## config.mk

```make
export PLATFORM = sky130hd
export DESIGN_NAME = seq_shift_engine
export DESIGN_NICKNAME = d
export VERILOG_FILES = /design/src/rtl/seq_shift_engine.sv
export SDC_FILE = /design/constraint.sdc
export NUM_CORES = 1
export LEC_CHECK = 0
export CAP_MARGIN = 25
export CORE_MARGIN = 8
export CORE_UTILIZATION = 50
export CTS_CLUSTER_SIZE = 8
export DETAILED_ROUTE_END_ITERATION = 8
export GPL_TIMING_DRIVEN = 1
export PLACE_DENSITY = 0.88
export SLEW_MARGIN = 0
export SYNTH_ARGS = -nofsm -noshare
export SYNTH_HDL_FRONTEND = slang
export SYNTH_SLANG_ARGS = --single-unit
export TNS_END_PERCENT = 20
```

## constraint.sdc

```tcl
create_clock -name clk -period 2.45 [get_ports clk]
set_clock_uncertainty 0.15 [all_clocks]
set_input_delay 0.49 -clock clk [delete_from_list [all_inputs] [get_ports clk]]
set_output_delay 0.49 -clock clk [all_outputs]
set_load 0.02 [all_outputs]
```

## src/rtl/seq_shift_engine.sv

```systemverilog
// Command-driven multi-cycle shifter: accepts op+amount over valid/ready, applies
// one bit-step per clock, pulses done on completion; abort cancels a running shift.
module seq_shift_engine #(
    parameter int DATA_WIDTH = 8,
    parameter int SHAMT_W    = 3
) (
    input  logic                  clk,
    input  logic                  rst_n,
    input  logic                  cmd_valid,
    output logic                  cmd_ready,
    input  logic [2:0]            cmd_op,
    input  logic [SHAMT_W-1:0]    cmd_amt,
    input  logic [DATA_WIDTH-1:0] data_in,
    input  logic                  ser_in,
    input  logic                  abort,
    output logic [DATA_WIDTH-1:0] q,
    output logic                  shout,
    output logic                  busy,
    output logic                  done
);

    localparam logic [2:0] OP_CLEAR = 3'b000;
    localparam logic [2:0] OP_LOAD  = 3'b001;
    localparam logic [2:0] OP_LSR   = 3'b010;
    localparam logic [2:0] OP_LSL   = 3'b011;
    localparam logic [2:0] OP_ASR   = 3'b100;
    localparam logic [2:0] OP_SIR   = 3'b101;
    localparam logic [2:0] OP_ROR   = 3'b110;
    localparam logic [2:0] OP_ROL   = 3'b111;

    typedef enum logic [1:0] {S_IDLE, S_RUN, S_DONE} state_t;

    state_t                  state;
    logic [2:0]              op_r;
    logic [SHAMT_W-1:0]      cnt;
    logic [DATA_WIDTH:0]     step_nxt;

    // Returns {bit shifted out, new word} for one step of a shift op.
    function automatic logic [DATA_WIDTH:0] shift_step(
        input logic [2:0]            op,
        input logic [DATA_WIDTH-1:0] v,
        input logic                  s
    );
        logic signed [DATA_WIDTH-1:0] vs;
        logic [DATA_WIDTH-1:0]        r;
        logic                         o;
        vs = v;
        r  = v;
        o  = v[0];
        case (op)
            OP_LSR: r = v >> 1;
            OP_LSL: begin
                r = v << 1;
                o = v[DATA_WIDTH-1];
            end
            OP_ASR: r = vs >>> 1;
            OP_SIR: r = {s, v[DATA_WIDTH-1:1]};
            OP_ROR: r = {v[0], v[DATA_WIDTH-1:1]};
            OP_ROL: begin
                r = {v[DATA_WIDTH-2:0], v[DATA_WIDTH-1]};
                o = v[DATA_WIDTH-1];
            end
            default: ;
        endcase
        return {o, r};
    endfunction

    assign step_nxt = shift_step(op_r, q, ser_in);
    assign busy     = !cmd_ready;

    always_ff @(posedge clk or negedge rst_n) begin
        if (!rst_n) begin
            state     <= S_IDLE;
            op_r      <= OP_CLEAR;
            cnt       <= '0;
            q         <= '0;
            shout     <= 1'b0;
            done      <= 1'b0;
            cmd_ready <= 1'b1;
        end else begin
            case (state)
                S_IDLE: begin
                    if (cmd_valid) begin
                        op_r      <= cmd_op;
                        cmd_ready <= 1'b0;
                        if (cmd_op == OP_CLEAR) begin
                            q     <= '0;
                            state <= S_DONE;
                            done  <= 1'b1;
                        end else if (cmd_op == OP_LOAD) begin
                            q     <= data_in;
                            state <= S_DONE;
                            done  <= 1'b1;
                        end else if (cmd_amt == '0) begin
                            state <= S_DONE;
                            done  <= 1'b1;
                        end else begin
                            cnt   <= cmd_amt;
                            state <= S_RUN;
                        end
                    end
                end
                S_RUN: begin
                    // Abort wins over the step due at this edge; partial result is kept.
                    if (abort) begin
                        state     <= S_IDLE;
                        cnt       <= '0;
                        cmd_ready <= 1'b1;
                    end else begin
                        q     <= step_nxt[DATA_WIDTH-1:0];
                        shout <= step_nxt[DATA_WIDTH];
                        cnt   <= cnt - 1'b1;
                        if (cnt == SHAMT_W'(1)) begin
                            state <= S_DONE;
                            done  <= 1'b1;
                        end
                    end
                end
                S_DONE: begin
                    state     <= S_IDLE;
                    done      <= 1'b0;
                    cmd_ready <= 1'b1;
                end
                default: begin
                    state     <= S_IDLE;
                    done      <= 1'b0;
                    cmd_ready <= 1'b1;
                end
            endcase
        end
    end

endmodule
```

After elaboration in Yosys (flattened, before gate mapping)
Cells that the tools add are included.
Widths: inputs -> output; s select.
{ "totals": {"elab_cells": 76, "in_bits": 19, "ff_bits": 19} }
{ "op_classes": {"n_reduce_logical": 14, "n_mux": 30, "n_eq_ne": 22, "add_sub_neg": 1, "bitwise_logic": 1} }
{ "ops": {"columns": ["cell", "count"], "rows": [
  ["$pmux 8 s6", 1],
  ["$mux 8", 4],
  ["$ne 2x2->1 const B", 8],
  ["$pmux 8 s2", 1],
  ["$mux 3", 5],
  ["$eq 3x3->1 const B", 4],
  ["$mux 2", 6],
  ["$reduce_and 5->1", 2],
  ["$mux 1", 9],
  ["$reduce_and 2->1", 4],
  ["$ne 7x1->1 const B", 1],
  ["$eq 3x1->1 const B", 2],
  ["$eq 3x2->1 const B", 2],
  ["$logic_not 3->1", 2],
  ["$ne 3x3->1 const B", 2],
  ["$ne 6x1->1 const B", 1],
  ["$pmux 3 s2", 1],
  ["$reduce_and 6->1", 1],
  ["$ne 4x4->1 const B", 1],
  ["$pmux 1 s2", 2],
  ["$pmux 2 s2", 1],
  ["$reduce_and 4->1", 1],
  ["$sub 3x1->3 const B", 1],
  ["$eq 2x1->1 const B", 1],
  ["5 further kinds", 5]
]} }

Logic depth before layout (Yosys ltp)
Gate-level depths: netlist (run 1).
{ "depth": {"depth_word": 6, "depth_mapped": 6} }

Worst setup path before layout (run 1)
OpenSTA, ideal clock, no wires.
{ "synth_path": {"path_kind": "input to register", "startpoint": "in cmd_valid", "endpoint": "reg q[0]", "t_arrival_ns": 1.438, "required_ns": 2.175, "n_path_buf": 0, "path_stages": 4, "setup_slack_ns": 0.738, "path_cell_list": "nor2b_1 > a21oi_1 > nor3_4 > mux2_2"} }
{ "synth_via": {"elab_chain_cells": 2} }
{ "synth_rtl": {"columns": ["item", "line_no", "text"], "rows": [
  ["from (decl)", "9", "input logic cmd_valid,"],
  ["$ne 2x2->1 (no source line)", null, null],
  ["$reduce_and 5->1 (no source line)", null, null],
  ["to (signal assigned)", "91", "q <= data_in;"],
  ["to (signal assigned)", "110", "q <= step_nxt[DATA_WIDTH-1:0];"],
  ["to (decl)", "16", "output logic [DATA_WIDTH-1:0] q,"]
]} }
No other way between the ends.
A chain may end at the register's enable or synchronous reset.

Final worst setup path (run 1)
{ "layout_path": {"startpoint": "reg cmd_ready", "endpoint": "out cmd_ready"} }
{ "layout_lines": {"columns": ["item", "line_no", "text"], "rows": [
  ["from (decl)", "10", "output logic cmd_ready,"],
  ["from (signal assigned)", "79", "cmd_ready <= 1'b1;"],
  ["from (signal assigned)", "85", "cmd_ready <= 1'b0;"],
  ["from (signal assigned)", "108", "cmd_ready <= 1'b1;"]
]} }
No word-level cell between the ends.

==> flow_metrics.py, run 1 <==
metrics = {
    "routing": {
        "vias": 915,
        "wirelength_um": 2490,
        "routedWlPerCell_um": 15.4,
        "drtPass1Iterations": 4,
        "via_per_inst": 5.65,
        "drc": 0,
        "ant_nets": 0,
        "drt_iter0_markers": 29,
    },
    "logic_synthesis": {
        "syn-num-nets": 123,
        "post_synth_num_cell_types": 30,
        "synth_sequential_area_ratio": 0.435,
        "ys_warn_count": 0,
        "avgSynthCellArea_um2": 10.7,
        "synthArstFlopShare": 1.00,
        "synth-seq-cells": 19,
        "yosys_most_used_dff": "dfrtp_1",
        "synth_edf_count": 0,
        "synth_area_um2": 1090,
        "synthCells": 102,
    },
    "layout": {
        "layout_common_cells": "30 x clkdlybuf4s50_1, 18 x dfrtp_1, 11 x mux2i_1",
        "layout_commonest_cell": "clkdlybuf4s50_1",
        "area_growth_pct": 32.8,
        "drive_gt1_frac": 0.142,
        "antenna_cells": 0,
        "nets": 156,
        "fill_cells": 166,
    },
    "worst_setup_path": {
        "required_ns": 1.81,
        "crit_fanout": 3,
        "reg2regPathDepth": 4,
        "critPathLaunchType": "register",
        "cpMaxStageDelayCell": "clkdlybuf4s50_1",
        "critPathKind": "register to primary output",
        "critical_path_arrival_ns": 1.46,
        "path_cells": "clkdlybuf4s50_1",
        "worst_path_largest_cell_delay_ns": 0.60,
        "setup.worst_path.end_class": "primary output",
        "crit_cells": 1,
        "path_buf_inv": 1,
        "critical_path.top_delay_family": "buffers and inverters",
        "rrSetupSlack_ns": 0.60,
    },
    "sta": {
        "grt_setup_unrepaired": "false",
        "hold_violations": 0,
        "worst_pin_slew_ns": 0.489,
        "slew_viol_final": 0,
        "fin_crit_ns": 2.10,
        "fin_tns_setup_ns": 0,
        "max_slew_margin": 0.673,
        "max_freq_ghz": 0.476,
        "period_share": 0.857,
        "setup-violations-final": 0,
    },
    "power_and_ir_drop": {
        "powerDensity_nw_per_um2": 1110,
        "peakVddDrop_uv": 727,
        "leakagePower_nw": 0.621,
        "power_w": 0.00161,
    },
    "clock_tree": {
        "clk_pin_slew_ns": 0.11,
        "cts_buffer_depth": 2,
        "postCtsResizedCells": 0,
        "cts_tree": "built",
        "clock_sink_count": 19,
        "cts_setup_buffers": 0,
        "clk_latency_ns": 0.31,
        "hold_buffers": 0,
        "clockRootBuffer": "clkbuf_4",
        "cts-htree-levels": 1,
        "cts_buffers": 3,
    },
    "placed_design": {
        "io_buffers": 30,
        "dpl.hpwl_um": 1930,
        "place.gp.congestion": 0.794,
    },
    "worst_hold_path": {
        "hold_class": "primary input to asynchronous set/reset pin",
    },
    "floorplanning": {
        "num_io_pins": 31,
        "core.rowCount": 17,
        "die_area_um2": 3940,
        "die_w_um": 62.8,
        "start_util": 0.510,
        "die_height_um": 62.8,
        "coreArea_um2": 2150,
    },
    "status": {
        "outcome": "complete, no violations",
    },
    "run": {
        "cap_violations": 0,
    },
    "global_route": {
        "antenna_found_initial": 0,
        "grt_pass1_wl_um": 4390,
        "grt_pass1_vias": 969,
        "grt_usage": 0.136,
        "gr-total-overflow": 0,
        "grt_max_degree": 20,
    },
}
where the power goes:
part | leakage [nW] | internal (W) | switching (W)
logic | 0.371 | 0.000435 | 0.000389
registers | 0.232 | 0.000456 | 0.000166
clock network | 0.0177 | 0.0000611 | 0.000100
total | 0.621 | 0.000953 | 0.000655
per-stage QoR:
step	utilization	setup WS [ns]	cell area, um2	hold slack [ns]	std cells
floorplan	-	0.738	1090	0.0444	102
global placement	0.664	0.0950	1430	0.314	158
detailed placement	0.664	0.0475	1430	0.329	158
CTS	0.677	0.330	1450	0.349	162
global route	0.677	0.267	1450	0.343	162
finish	0.677	0.350	1450	0.347	162
per-layer routing:
| metal | wire (um) | track usage | up-vias |
|---|---|---|---|
| met1 | 1090 | 0.148 | 440 |
| met2 | 1200 | 0.223 | 29 |
| met3 | 144 | 0.0448 | 7 |
| li1 | - | - | 439 |
| met4 | 60 | 0.0826 | 0 |
| met5 | 0 | 0 | - |
layout make-up:
| type | count | area, um2 | share of cell area |
|---|---|---|---|
| multi-input cells | 73 | 577 | 0.397 |
| flip-flops and latches | 19 | 477 | 0.328 |
| repair buffers | 32 | 315 | 0.217 |
| well taps | 28 | 35.0 | 0.0241 |
| clock buffers | 3 | 22.5 | 0.0155 |
| inverters | 6 | 22.5 | 0.0155 |
| clock inverters | 1 | 5.00 | 0.00344 |
kinds of logic after synthesis:
| kind of cell | count (synthesis) | share of synthesized area |
|---|---|---|
| multiplexers | 21 | 0.203 |
| adder cells (fa/ha/maj) | 2 | 0.0229 |
| AND/OR/NAND/NOR | 27 | 0.154 |
| flip-flops | 19 | 0.435 |
| XOR/XNOR | 1 | 0.00800 |
| AO/OA/AOI/OAI | 22 | 0.138 |
| buffers and inverters | 10 | 0.0377 |
synthesized netlist by cell type, types with 3 or more instances:
cell type / number / area, um2
a21oi_1: 7 / 35.0
dfrtp_1: 18 / 450
inv_1: 6 / 22.5
mux2_2: 10 / 113
mux2i_1: 11 / 110
nand2_1: 3 / 11.3
nand2b_1: 4 / 25.0
nor2_1: 6 / 22.5
nor2b_1: 3 / 18.8
o22ai_1: 3 / 18.8
o2bb2ai_1: 7 / 61.3
worst reg2reg max path: cells and delay by family, from the launching register on:
kind,cells,cell delay [ns]
AO/OA/AOI/OAI,1,0.15
flip-flops,1,0.47
multiplexers,1,0.39
AND/OR/NAND/NOR,2,0.59
flip-flops by register name, summed over array words and instances, names as in the netlist:
name	flops
q	8
state	2
cnt	3
done	1
cmd_ready	1
op_r	3
shout	1
worst paths after layout:
check,startpoint,to
max in group asynchronous,rst_n,cmd_ready$_DFFE_PN1P_
worst max-delay path,cmd_ready$_DFFE_PN1P_,cmd_ready
min in group clk,shout$_DFFE_PN0N_,shout$_DFFE_PN0N_
worst min-delay path,rst_n,shout$_DFFE_PN0N_
worst min register to register,shout$_DFFE_PN0N_,shout$_DFFE_PN0N_
worst max register to register,state[0]$_DFFE_PN0P_,q[1]$_DFFE_PN0P_
(Power assumes the default switching activity.)
==> run 2, diff against run 1 <==
--- a/config.mk
+++ b/config.mk
@@ -7,11 +7,12 @@
 export LEC_CHECK = 0
 export CAP_MARGIN = 25
 export CORE_MARGIN = 8
-export CORE_UTILIZATION = 50
+export CORE_UTILIZATION = 60
 export CTS_CLUSTER_SIZE = 8
 export DETAILED_ROUTE_END_ITERATION = 8
+export DONT_BUFFER_PORTS = 1
 export GPL_TIMING_DRIVEN = 1
-export PLACE_DENSITY = 0.88
+export PLACE_DENSITY = 0.81
 export SLEW_MARGIN = 0
 export SYNTH_ARGS = -nofsm -noshare
 export SYNTH_HDL_FRONTEND = slang
==> run 2 against run 1 <==
- cell count fell by 21%
- clock-buffer cell count did not move
- sequential cell count did not move
- critical path depth rose by 3
- routed wire length fell by 8.8%
- fmax rose by 14%
- sequential power rose by 19%
- register-to-register slack barely moved
- first-iteration DRC count fell by 62%
- largest cell class unchanged
==> flow_metrics.py, run 2 (same netlist as run 1, synthesis figures left out) <==
metrics = {
    "power_and_ir_drop": {
        "leakagePower_nw": 0.499,
        "powerDensity_nw_per_um2": 1220,
        "peakVddDrop_uv": 665,
    },
    "clock_tree": {
        "cts_buffer_depth": 2,
        "clk_latency_ns": 0.31,
        "clk_pin_slew_ns": 0.11,
        "clockRootBuffer": "clkbuf_4",
        "postCtsResizedCells": 0,
        "hold_buffers": 1,
        "cts_setup_buffers": 0,
        "cts-htree-levels": 1,
        "clock_sink_count": 19,
        "cts_tree": "built",
        "cts_buffers": 3,
    },
    "sta": {
        "hold_violations": 0,
        "max_slew_margin": 0.444,
        "slew_viol_final": 0,
        "period_share": 0.754,
        "worst_pin_slew_ns": 0.831,
        "fin_tns_setup_ns": 0,
        "max_freq_ghz": 0.541,
        "hold_slack_ns": 0.176,
        "grt_setup_unrepaired": "false",
        "setup-violations-final": 0,
        "fin_crit_ns": 1.85,
    },
    "run": {
        "cap_violations": 0,
    },
    "routing": {
        "dr_wl_met3_um": 185,
        "top_layer": "met4",
        "drt-met1-wl_um": 1020,
        "routedWlPerCell_um": 17.7,
        "vias": 782,
        "drc": 0,
        "drtPass1Iterations": 4,
        "drt_iter0_markers": 11,
        "wirelength_um": 2270,
        "met2_length_um": 1020,
        "ant_nets": 0,
        "via_per_inst": 6.11,
    },
    "worst_setup_path": {
        "path_cells": "nor2b_1, nor2_1, o2bb2ai_1, mux2_2",
        "critPathLaunchType": "register",
        "path_buf_inv": 0,
        "worst_path_largest_cell_delay_ns": 0.58,
        "critPathKind": "register to register",
        "cpMaxStageDelayCell": "dfrtp_1",
        "required_ns": 2.56,
        "critical_path.top_delay_family": "simple AND/OR/NAND/NOR gates",
        "critical_path_arrival_ns": 1.95,
        "setup.worst_path.end_class": "register",
        "crit_fanout": 10,
    },
    "placed_design": {
        "io_buffers": 0,
        "place.gp.congestion": 0.754,
        "dpl.hpwl_um": 1730,
    },
    "floorplanning": {
        "coreArea_um2": 1730,
        "die_area_um2": 3450,
        "die_w_um": 58.7,
        "num_io_pins": 31,
        "start_util": 0.634,
        "die_height_um": 58.7,
        "core.rowCount": 15,
    },
    "layout": {
        "largest_register_ffs": 8,
        "area_growth_pct": 4.57,
        "antenna_cells": 0,
        "fin_util": 0.663,
        "layout_commonest_cell": "dfrtp_1",
        "nets": 125,
        "reg.largest.list": "q: 8 flops, cnt: 3 flops, op_r: 3 flops",
        "regMostFlops": "q",
        "drive_gt1_frac": 0.165,
        "layout_common_cells": "18 x dfrtp_1, 11 x mux2i_1, 10 x mux2_2",
    },
    "global_route": {
        "grt_usage": 0.144,
        "grt_pass1_vias": 776,
        "antenna_found_initial": 0,
        "grt_pass1_wl_um": 3800,
        "grt_max_degree": 20,
        "gr-total-overflow": 0,
    },
    "status": {
        "outcome": "complete, no violations",
    },
    "worst_hold_path": {
        "hold_class": "primary input to register",
    },
}
==> run 2: cell types whose count changed in the layout (fill, tap and decap cells not counted), sizes merged <==
cell	change
clkdlybuf4s50	-30
buf	-2
dlygate4sd3	+1
==> run 2: layer usage <==
| metal | up-vias | global-route usage |
|---|---|---|
| met5 | - | 0 |
| met3 | 6 | 0.0652 |
| met4 | 0 | 0.0751 |
| met2 | 20 | 0.206 |
| li1 | 379 | - |
| met1 | 377 | 0.176 |
==> run 2: final cells by class <==
type	instances	area [um2]
Sequential cell	19	477
Tap cell	25	31.3
Multi-Input combinational cell	73	577
Fill cell	142	582
Inverter	6	22.5
Clock inverter	1	5.00
Clock buffer	3	22.5
Timing Repair Buffer	1	10.0
==> run 2: power by group <==
group	internal [W]	switching (W)	total (W)
clock	0.0000610	0.000102	0.000163
combinational	0.000249	0.000234	0.000484
sequential	0.000455	0.000289	0.000744
==> run 2: path summary, 6_finish.rpt <==
| path | from | end | slack, ns | cells after the start |
|---|---|---|---|---|
| setup / recovery | state[1]$_DFFE_PN0P_ | q[2]$_DFFE_PN0P_ | 0.60 | 4 |
| hold / removal | cmd_op[0] | op_r[0]$_DFFE_PN0P_ | 0.18 | 1 |
| setup reg to reg | state[1]$_DFFE_PN0P_ | q[2]$_DFFE_PN0P_ | 0.60 | 4 |
| hold reg to reg | cnt[0]$_DFFE_PN0P_ | cnt[0]$_DFFE_PN0P_ | 0.38 | 1 |
| max in group asynchronous | rst_n | cnt[1]$_DFFE_PN0P_ | 1.07 | 1 |
| min in group asynchronous | rst_n | q[6]$_DFFE_PN0P_ | 0.57 | 1 |
==> run 2: through the flow <==
| step | instances | setup slack (ns) | total power [W] | instance area [um2] |
|---|---|---|---|---|
| floorplan | 102 | 0.738 | 0.00112 | 1090 |
| global placement | 123 | 0.645 | 0.00120 | 1110 |
| detailed placement | 123 | 0.613 | 0.00123 | 1110 |
| CTS | 128 | 0.623 | 0.00140 | 1140 |
| global route | 128 | 0.423 | 0.00150 | 1140 |
| finish | 128 | 0.603 | 0.00139 | 1140 |
